File: src/rtl/getir_paket.sv
// Shared types and constants for the instruction fetch stage (getir_asamasi).
package getir_paket;

    typedef enum logic [1:0] {
        ILK   = 2'd0,
        CALIS = 2'd1,
        ATIK  = 2'd2
    } getir_durum_e;

    localparam logic [31:0] BUYRUK_BOYUT = 32'd4;

    typedef struct packed {
        logic [31:0] ps;
        logic [31:0] buyruk;
    } getir_girdi_t;

    function automatic logic [31:0] kelime_hizala(input logic [31:0] adres);
        return adres & ~32'h0000_0003;
    endfunction

endpackage

File: src/rtl/getir_fifo.sv
// Small synchronous FIFO with flush; head is read straight from the storage registers.
module getir_fifo #(
    parameter int DERINLIK = 2,
    parameter type veri_t = logic [31:0],
    localparam int SW = $clog2(DERINLIK + 1),
    localparam int PW = (DERINLIK > 1) ? $clog2(DERINLIK) : 1
) (
    input  logic          clk_i,
    input  logic          rst_i,
    input  logic          temizle_i,
    input  logic          itme_i,
    input  logic          cekme_i,
    input  veri_t         veri_i,
    output veri_t         veri_o,
    output logic          dolu_o,
    output logic          bos_o,
    output logic [SW-1:0] doluluk_o
);

    localparam logic [SW-1:0] DOLU_SAYI = SW'(DERINLIK);
    localparam logic [PW-1:0] SON_KONUM = PW'(DERINLIK - 1);

    veri_t         bellek_q [DERINLIK];
    logic [PW-1:0] bas_q, bas_d, kuyruk_q, kuyruk_d;
    logic [SW-1:0] sayi_q, sayi_d;
    logic          itme_s, cekme_s;

    function automatic logic [PW-1:0] sonraki(input logic [PW-1:0] p);
        return (p == SON_KONUM) ? '0 : p + PW'(1);
    endfunction

    // Pointer and occupancy next state; a push into a full FIFO is legal only alongside a pop.
    always_comb begin
        cekme_s = cekme_i && !temizle_i && (sayi_q != '0);
        itme_s  = itme_i && !temizle_i && ((sayi_q != DOLU_SAYI) || cekme_s);
        if (temizle_i) begin
            bas_d    = '0;
            kuyruk_d = '0;
            sayi_d   = '0;
        end else begin
            bas_d    = cekme_s ? sonraki(bas_q) : bas_q;
            kuyruk_d = itme_s ? sonraki(kuyruk_q) : kuyruk_q;
            case ({itme_s, cekme_s})
                2'b10:   sayi_d = sayi_q + SW'(1);
                2'b01:   sayi_d = sayi_q - SW'(1);
                default: sayi_d = sayi_q;
            endcase
        end
    end

    // Storage and pointer registers.
    always_ff @(posedge clk_i) begin
        if (rst_i) begin
            bas_q    <= '0;
            kuyruk_q <= '0;
            sayi_q   <= '0;
            for (int i = 0; i < DERINLIK; i++) begin
                bellek_q[i] <= '0;
            end
        end else begin
            bas_q    <= bas_d;
            kuyruk_q <= kuyruk_d;
            sayi_q   <= sayi_d;
            if (itme_s) begin
                bellek_q[kuyruk_q] <= veri_i;
            end
        end
    end

    assign veri_o    = bellek_q[bas_q];
    assign dolu_o    = (sayi_q == DOLU_SAYI);
    assign bos_o     = (sayi_q == '0);
    assign doluluk_o = sayi_q;

endmodule

File: src/rtl/getir_asamasi.sv
// Instruction fetch stage: owns PS, issues credit-limited memory requests, buffers words for decode.
// Optional GETIR_SAYAC_EN adds saturating discarded/delivered instruction counters.
module getir_asamasi
    import getir_paket::*;
#(
    parameter logic [31:0] BASLANGIC_PS    = 32'h0000_0000,
    parameter int          TAMPON_DERINLIK = 2,
    parameter int          MAKS_BEKLEYEN   = 2
) (
    input  logic        clk_i,
    input  logic        rst_i,
    input  logic        getir_atla_i,
    input  logic [31:0] dallanma_hedef_i,
    output logic        bellek_istek_gecerli_o,
    output logic [31:0] bellek_istek_adres_o,
    input  logic        bellek_istek_hazir_i,
    input  logic        bellek_yanit_gecerli_i,
    input  logic [31:0] bellek_yanit_veri_i,
    output logic        buyruk_gecerli_o,
    output logic [31:0] buyruk_o,
    output logic [31:0] buyruk_ps_o,
    input  logic        coz_hazir_i
`ifdef GETIR_SAYAC_EN
    ,
    output logic [31:0] atilan_sayisi_o,
    output logic [31:0] getirilen_sayisi_o
`endif
);

    localparam int TW = $clog2(TAMPON_DERINLIK + 1);
    localparam int BW = $clog2(MAKS_BEKLEYEN + 1);

    getir_durum_e durum_q, durum_d;
    logic [31:0]  ps_q, ps_d;
    logic [BW-1:0] atik_q, atik_d;

    logic [BW-1:0] bekleyen_s;
    logic [TW-1:0] doluluk_s;
    logic          etiket_bos_s, etiket_dolu_s, buyruk_bos_s, buyruk_dolu_s;
    logic [31:0]   etiket_ps_s;
    getir_girdi_t  yeni_girdi_s, bas_girdi_s;
    logic          istek_gecerli_s, istek_kabul_s, yanit_s, atilacak_s;
    logic          buyruk_itme_s, buyruk_cekme_s;

    // Responses without a tag belong to requests from before a reset and are ignored.
    assign yanit_s         = bellek_yanit_gecerli_i && !etiket_bos_s;
    assign atilacak_s      = yanit_s && (getir_atla_i || (atik_q != '0));
    assign buyruk_itme_s   = yanit_s && !atilacak_s;
    assign buyruk_cekme_s  = !buyruk_bos_s && coz_hazir_i && !getir_atla_i;
    assign istek_gecerli_s = (durum_q != ILK) && !getir_atla_i && !buyruk_dolu_s && !etiket_dolu_s
                             && ((32'(bekleyen_s) + 32'(doluluk_s)) < 32'(TAMPON_DERINLIK));
    assign istek_kabul_s   = istek_gecerli_s && bellek_istek_hazir_i;
    assign yeni_girdi_s    = '{ps: etiket_ps_s, buyruk: bellek_yanit_veri_i};

    getir_fifo #(
        .DERINLIK (MAKS_BEKLEYEN),
        .veri_t   (logic [31:0])
    ) u_etiket_fifo (
        .clk_i     (clk_i),
        .rst_i     (rst_i),
        .temizle_i (1'b0),
        .itme_i    (istek_kabul_s),
        .cekme_i   (yanit_s),
        .veri_i    (ps_q),
        .veri_o    (etiket_ps_s),
        .dolu_o    (etiket_dolu_s),
        .bos_o     (etiket_bos_s),
        .doluluk_o (bekleyen_s)
    );

    getir_fifo #(
        .DERINLIK (TAMPON_DERINLIK),
        .veri_t   (getir_girdi_t)
    ) u_buyruk_fifo (
        .clk_i     (clk_i),
        .rst_i     (rst_i),
        .temizle_i (getir_atla_i),
        .itme_i    (buyruk_itme_s),
        .cekme_i   (buyruk_cekme_s),
        .veri_i    (yeni_girdi_s),
        .veri_o    (bas_girdi_s),
        .dolu_o    (buyruk_dolu_s),
        .bos_o     (buyruk_bos_s),
        .doluluk_o (doluluk_s)
    );

    // Next PS, discard counter and FSM state; a flush reloads the counter from the live outstanding count.
    always_comb begin
        if (getir_atla_i) begin
            ps_d   = kelime_hizala(dallanma_hedef_i);
            atik_d = bekleyen_s - (yanit_s ? BW'(1) : BW'(0));
        end else begin
            ps_d   = istek_kabul_s ? (ps_q + BUYRUK_BOYUT) : ps_q;
            atik_d = (yanit_s && (atik_q != '0)) ? (atik_q - BW'(1)) : atik_q;
        end
        case (durum_q)
            ILK:     durum_d = CALIS;
            CALIS:   durum_d = (getir_atla_i && (atik_d != '0)) ? ATIK : CALIS;
            ATIK:    durum_d = (atik_d == '0) ? CALIS : ATIK;
            default: durum_d = ILK;
        endcase
    end

    // Fetch state registers.
    always_ff @(posedge clk_i) begin
        if (rst_i) begin
            durum_q <= ILK;
            ps_q    <= BASLANGIC_PS;
            atik_q  <= '0;
        end else begin
            durum_q <= durum_d;
            ps_q    <= ps_d;
            atik_q  <= atik_d;
        end
    end

    assign bellek_istek_gecerli_o = istek_gecerli_s;
    assign bellek_istek_adres_o   = ps_q;
    assign buyruk_gecerli_o       = !buyruk_bos_s;
    assign buyruk_o               = bas_girdi_s.buyruk;
    assign buyruk_ps_o            = bas_girdi_s.ps;

`ifdef GETIR_SAYAC_EN
    logic [31:0] atilan_q, getirilen_q;

    // Saturating event counters.
    always_ff @(posedge clk_i) begin
        if (rst_i) begin
            atilan_q    <= 32'd0;
            getirilen_q <= 32'd0;
        end else begin
            if (atilacak_s && (atilan_q != 32'hFFFF_FFFF)) begin
                atilan_q <= atilan_q + 32'd1;
            end
            if (buyruk_cekme_s && (getirilen_q != 32'hFFFF_FFFF)) begin
                getirilen_q <= getirilen_q + 32'd1;
            end
        end
    end

    assign atilan_sayisi_o    = atilan_q;
    assign getirilen_sayisi_o = getirilen_q;
`endif

endmodule

File: config.mk
export PLATFORM = sky130hd
export DESIGN_NAME = getir_asamasi
export DESIGN_NICKNAME = d
export VERILOG_FILES = /design/src/rtl/getir_paket.sv /design/src/rtl/getir_fifo.sv /design/src/rtl/getir_asamasi.sv
export SDC_FILE = /design/constraint.sdc
export NUM_CORES = 1
export LEC_CHECK = 0
export ABC_AREA = 1
export CORE_ASPECT_RATIO = 1.5
export CORE_MARGIN = 4
export CORE_UTILIZATION = 50
export CTS_CLUSTER_DIAMETER = 30
export DETAILED_ROUTE_END_ITERATION = 7
export PLACE_DENSITY = 0.85
export SYNTH_ARGS = -nofsm -noshare
export SYNTH_HDL_FRONTEND = slang
export SYNTH_SLANG_ARGS = --single-unit
export TNS_END_PERCENT = 50
File: constraint.sdc
create_clock -name clk_i -period 4.9 [get_ports clk_i]
set_input_delay 0.735 -clock clk_i [delete_from_list [all_inputs] [get_ports clk_i]]
set_output_delay 0.735 -clock clk_i [all_outputs]
set_load 0.01 [all_outputs]
==> impl_metrics.tcl, run 1 <==
set metrics [dict create \
    max_cap_viol_count 0 \
    setup_viol 0 \
    cp-start-kind "flop" \
    synth-async-reset-ratio_pct 0 \
    ys_seq_elements 228 \
    fillers 1526 \
    dieArea_sq_um 23500 \
    cts_buffers 35 \
    initial_utilization_pct 51.2 \
    syn-cell-area_sq_um 10500 \
    synth_top_area_share_pct 52.4 \
    firstDrtPassIters 5 \
    gr-total-overflow 0 \
    clock-sinks 228 \
    ir_drop_mv 0.315 \
    yosysMostFrequentCell "nor2_1" \
    ant_nets 0 \
    fp.coreArea_sq_um 20600 \
    maxSlewHeadroom_pct 39.2 \
    wl_per_cell_microns 16.5 \
    m1WireLength_microns 8990 \
    drc 0 \
    rsz0062_at_grt "false" \
    drv_slew 0 \
    ys_types 36 \
    antenna_found_initial 0 \
    cts_tree "done" \
    synthTopCellsByCount "nor2_1 (199), edfxtp_1 (184), nand2_1 (146)" \
    gp_congestion 0.905 \
    hold_path_class "reg -> reg" \
    dieHeight_microns 186 \
    dr_wl_met2_microns 12800 \
    worst_slack_ns 1.39 \
    crit_required_ns 4.16 \
    grt_pass1_wl_microns 37900 \
    layout.nets 1255 \
    skew_ns 0.0213 \
    num_vias 7665 \
    cts_setup_buffers 0 \
    synth-edff-count 184 \
    cts_max_path_buffers 3 \
    io_pins 168 \
    drt_iter0_drc 431 \
    yosysWarnings 0 \
    ys_seq_area_share_pct 60.8 \
    ctsRootBufferMaster "clkbuf_16" \
    worstSetupPathType "reg -> out" \
    reg2reg_slack_ns 1.75 \
    finalHoldViolCount 0 \
    pre_cts_slack_ns 1.29 \
    max_stage_delay_ns 0.84 \
    yosysTopAreaCell "edfxtp_1" \
    tightestPinTransition_ns 0.905 \
    synth_cells 1013 \
    drive_gt1_share_pct 16.9 \
    max_clock_freq_ghz 0.285 \
    vias_per_cell 5.22 \
    synth.area.top_cells "edfxtp_1 (52%), dfxtp_1 (8.4%), nor2_1 (7.1%)" \
    cp_max_fo 32 \
    n_antenna_cell 0 \
    die_w_microns 127 \
    r2r_cells 12 \
    grt_max_degree 63 \
    gr-usage-all-layers_pct 20.2 \
    synth_ff_type "edfxtp_1" \
    p_leak_nw 5.10 \
    crit_arrival_ns 2.77 \
    reg2reg_from "u_buyruk_fifo.doluluk_o[0]$_SDFFE_PP0P_" \
    dr_wl_met3_microns 1180 \
    rows 64 \
    post_cts_resized 0 \
    powerDensity_nw_per_um2 381 \
    end_kind "output port" \
    r2r-end "u_etiket_fifo.bellek_q[1][23]$_SDFFCE_PN0P_" \
    dp_hpwl_microns 16300 \
    worstPathCellList "buf_4 > mux2_2 > clkdlybuf4s50_1" \
    status "finished, final reports clean" \
    grt_pass1_vias 7697 \
    portBuffers 161 \
    syn_to_final_growth_pct 28.6 \
    cts_max_level 2 \
    min_period_ns 3.51 \
    drt-total-wl_microns 24300 \
    insertion_delay_ns 0.49 \
    crit_path_end "buyruk_o[19]" \
    cp_slowest_cell "dfxtp_2" \
    postCtsHoldBufs 0 \
    timing.final.crit_share_pct 71.5 \
    synth.avg_cell_area_sq_um 10.4 \
    setup_tns_ns 0 \
    top_layer_used "met4" \
    total_power_mw 5.16 \
    clkTransAtPathRegs_ns 0.05 \
    worstHoldPathCells 1 \
]
-- registers in the layout (all words and copies together) (netlist names), 2 cells and up, named ones only --
register and cells:
u_buyruk_fifo.bellek_q 124, u_etiket_fifo.bellek_q 60, bellek_istek_adres_o 30, atik_q 2, durum_q 2, u_buyruk_fifo.doluluk_o 2
u_etiket_fifo.doluluk_o 2
-- worst max-delay path, delay by kind of cell (launching register included) --
family	cells	cell delay [ns]
multiplexers	1	0.40
flip-flops	1	0.84
buffers and inverters	2	1.02
-- final cells by class --
| class | instances | area (sq um) | share of cell area (%) |
|---|---|---|---|
| clock buffers | 42 | 955 | 7.05 |
| clock inverters | 21 | 210 | 1.55 |
| inverters | 98 | 368 | 2.72 |
| multi-input cells | 642 | 3530 | 26.1 |
| flip-flops and latches | 228 | 6410 | 47.3 |
| well taps | 264 | 330 | 2.44 |
| repair buffers | 174 | 1750 | 12.9 |
-- per-stage QoR --
stage / cells / area [sq um] / util [%] / hold WS, ns
after floorplan: 1016 / 10600 / - / 0.426
after global placement: 1406 / 12400 / 60.2 / 0.435
after detailed placement: 1406 / 12400 / 60.2 / 0.441
after CTS: 1469 / 13500 / 65.8 / 0.459
after global routing: 1469 / 13500 / 65.8 / 0.495
final: 1469 / 13500 / 65.8 / 0.464
-- power by group --
part	total (mW)	internal [mW]	switching [mW]
clock	2.43	1.52	0.902
sequential	2.24	2.19	0.0506
combinational	0.493	0.226	0.267
total	5.16	3.94	1.22
-- cells in the final DEF, fill, tap and decap left out, types with 8 or more instances in the layout --
cell type        count
nand2_1            144
buf_4               10
nor2_1             199
xor2_1              12
inv_6                8
nand3_1             32
nor2_2              60
clkdlybuf4s50_1    161
o21ai_0             36
edfxtp_1           184
mux2_2              62
mux2i_1             30
a21oi_1             32
clkbuf_16           37
inv_1               94
dfxtp_1             43
-- worst min path at each step --
stage | from | endpoint | slack (ns)
after detailed placement | u_etiket_fifo.bas_q$_SDFFE_PP0P_ | flop | 0.44
after CTS | u_etiket_fifo.bas_q$_SDFFE_PP0P_ | u_etiket_fifo.bas_q$_SDFFE_PP0P_ | 0.46
final | u_etiket_fifo.bas_q$_SDFFE_PP0P_ | u_etiket_fifo.bas_q$_SDFFE_PP0P_ | 0.46
after floorplan | u_etiket_fifo.bas_q$_SDFFE_PP0P_ | flop | 0.43
after global routing | u_buyruk_fifo.bas_q$_SDFFE_PP0P_ | u_buyruk_fifo.bas_q$_SDFFE_PP0P_ | 0.49
after global placement | u_etiket_fifo.bas_q$_SDFFE_PP0P_ | u_etiket_fifo.bas_q$_SDFFE_PP0P_ | 0.44
-- layer usage --
metal / global-route usage [%] / vias to the layer above
li1: - / 3701
met2: 38.0 / 268
met5: 0 / -
met3: 2.58 / 71
met1: 21.7 / 3625
met4: 11.4 / 0
-- cells by family after synthesis --
group / share of synthesized area, %
xor gates and xnor gates: 0.997
muxes: 9.47
AOI/OAI and AO/OA: 3.88
other: 0.0356
buffers and inverters: 5.89
adders and majority gates: 0.784
DFF: 60.8
and+or+nand+nor: 18.2
(Power assumes the default switching activity.)
==> inputs of run 2 (changes only) <==
clock period = 3.3 ns   (was 4.9 ns; I/O delays follow)
==> run 2 against run 1 <==
- largest cell class unchanged
- wire length is 0.40% lower
- clock power grew 46%
- non-clock buffer count rose by 2
- largest power group unchanged
- sequential share of layout area is essentially flat
- clock skew is 0.0059 ns higher
- critical path type unchanged
- global-route usage rose by 0.075 points
==> impl_metrics.tcl, run 2 (same netlist as run 1, synthesis figures left out) <==
set metrics [dict create \
    status "finished, final reports clean" \
    timing.final.crit_share_pct 87.0 \
    fp.coreArea_sq_um 20600 \
    finalHoldViolCount 0 \
    final_common_cell "nor2_1" \
    cp.buffers_inverters 2 \
    gr-usage-all-layers_pct 20.3 \
    vias_per_cell 5.21 \
    cts_setup_buffers 0 \
    dp_hpwl_microns 16000 \
    reg2reg_slack_ns 0.71 \
    min_period_ns 2.87 \
    cts_tree "done" \
    antenna_found_initial 0 \
    io_pins 168 \
    initial_utilization_pct 51.2 \
    drv_slew 0 \
    hold_path_class "reg -> reg" \
    worstPathCellList "nand2_1 > inv_1 > fa_1 > nor2_1 > nand2_1 > nor4_1 > clkdlybuf4s50_1" \
    maxSlewHeadroom_pct 23.1 \
    rsz0062_at_grt "false" \
    clock-sinks 228 \
    crit_required_ns 2.80 \
    gp_congestion 0.894 \
    ir_drop_mv 0.393 \
    rows 64 \
    drt-total-wl_microns 24200 \
    firstDrtPassIters 5 \
    clkTransAtPathRegs_ns 0.05 \
    num_vias 7657 \
    dieHeight_microns 186 \
    crit_arrival_ns 2.38 \
    powerDensity_nw_per_um2 562 \
    critPathMostFrequentCell "nand2_1" \
    ant_nets 0 \
    dpl_cell_area_sq_um 12400 \
    holdWs_ns 0.478 \
    max_stage_delay_ns 0.58 \
    cp_slowest_cell "clkdlybuf4s50_1" \
    n_antenna_cell 0 \
    grt_pass1_vias 7802 \
    wl_per_cell_microns 16.5 \
    grt_max_degree 63 \
    final_cell_mix "nor2_1 (199), edfxtp_1 (184), clkdlybuf4s50_1 (161)" \
    drt_iter0_drc 444 \
    p_leak_nw 5.08 \
    end_kind "output port" \
    setup_viol 0 \
    cts_max_level 2 \
    tightestPinTransition_ns 1.15 \
    pre_cts_slack_ns 0.405 \
    cp_max_fo 6 \
    crit_family "buffers and inverters" \
    portBuffers 161 \
    drc 0 \
    largest_reg_flops 124 \
    die_w_microns 127 \
    insertion_delay_ns 0.50 \
    skew_ns 0.0272 \
    post_cts_resized 0 \
    max_clock_freq_ghz 0.348 \
    cts_buffers 34 \
    worstSetupPathType "reg -> out" \
    top_register "u_buyruk_fifo.bellek_q" \
    cp-start-kind "flop" \
    syn_to_final_growth_pct 28.5 \
    grt_pass1_wl_microns 38400 \
    gr-total-overflow 0 \
    worst_slack_ns 0.429 \
    postCtsHoldBufs 0 \
    fin_area_sq_um 13500 \
    dieArea_sq_um 23500 \
    drive_gt1_share_pct 16.9 \
    layout.nets 1256 \
    max_cap_viol_count 0 \
    cts_max_path_buffers 3 \
    ctsRootBufferMaster "clkbuf_16" \
    setup_tns_ns 0 \
    utilization_pct 65.8 \
]
## run 2: changes by cell type in the layout (fill, tap and decap cells not counted), moves of 2 or more
| cell | delta |
|---|---|
| inv_6 | -3 |
| clkbuf_1 | -2 |
| clkbuf_16 | -3 |
| clkinv_1 | +2 |
| bufinv_16 | +2 |
| clkinvlp_4 | +2 |
| buf_4 | +2 |
## run 2: worst paths after layout
path / startpoint / endpoint / cells past startpoint
worst max-delay path: u_etiket_fifo.doluluk_o[0]$_SDFFE_PP0P_ / bellek_istek_gecerli_o / 7
worst min-delay path: u_etiket_fifo.bas_q$_SDFFE_PP0P_ / flop / 1
worst min register to register: u_etiket_fifo.bas_q$_SDFFE_PP0P_ / flop / 1
worst max register to register: u_etiket_fifo.doluluk_o[0]$_SDFFE_PP0P_ / bellek_istek_adres_o[9]$_SDFFE_PP0P_ / 13
## run 2: where the power goes
group	total (mW)	switching [mW]	leakage, nW	internal (mW)
sequential	3.33	0.0748	2.27	3.25
combinational	0.735	0.396	2.27	0.339
clock	3.55	1.32	0.545	2.24
total	7.62	1.79	5.08	5.83
## run 2: metal layers
metal / vias up / share of wire (%) / global-route usage, %
li1: 3697 / - / -
met1: 3575 / 36 / 22.2
met2: 315 / 53 / 37.3
met3: 70 / 6.1 / 3.01
met4: 0 / 4.9 / 11.4
met5: - / 0 / 0
## run 2: per-stage QoR
stage               cells  power, mW
floorplan            1016       3.77
global placement     1408       4.09
CTS                  1469       7.69
global route         1469       7.88
finish               1469       7.62
detailed placement   1408       4.12
## run 2: cell type report
class	instances	area, sq um
Fill cell	1569	7040
Timing Repair Buffer	176	1760
Inverter	98	368
Clock buffer	36	858
Multi-Input combinational cell	642	3530
Clock inverter	25	283
Tap cell	264	330
Sequential cell	228	6410
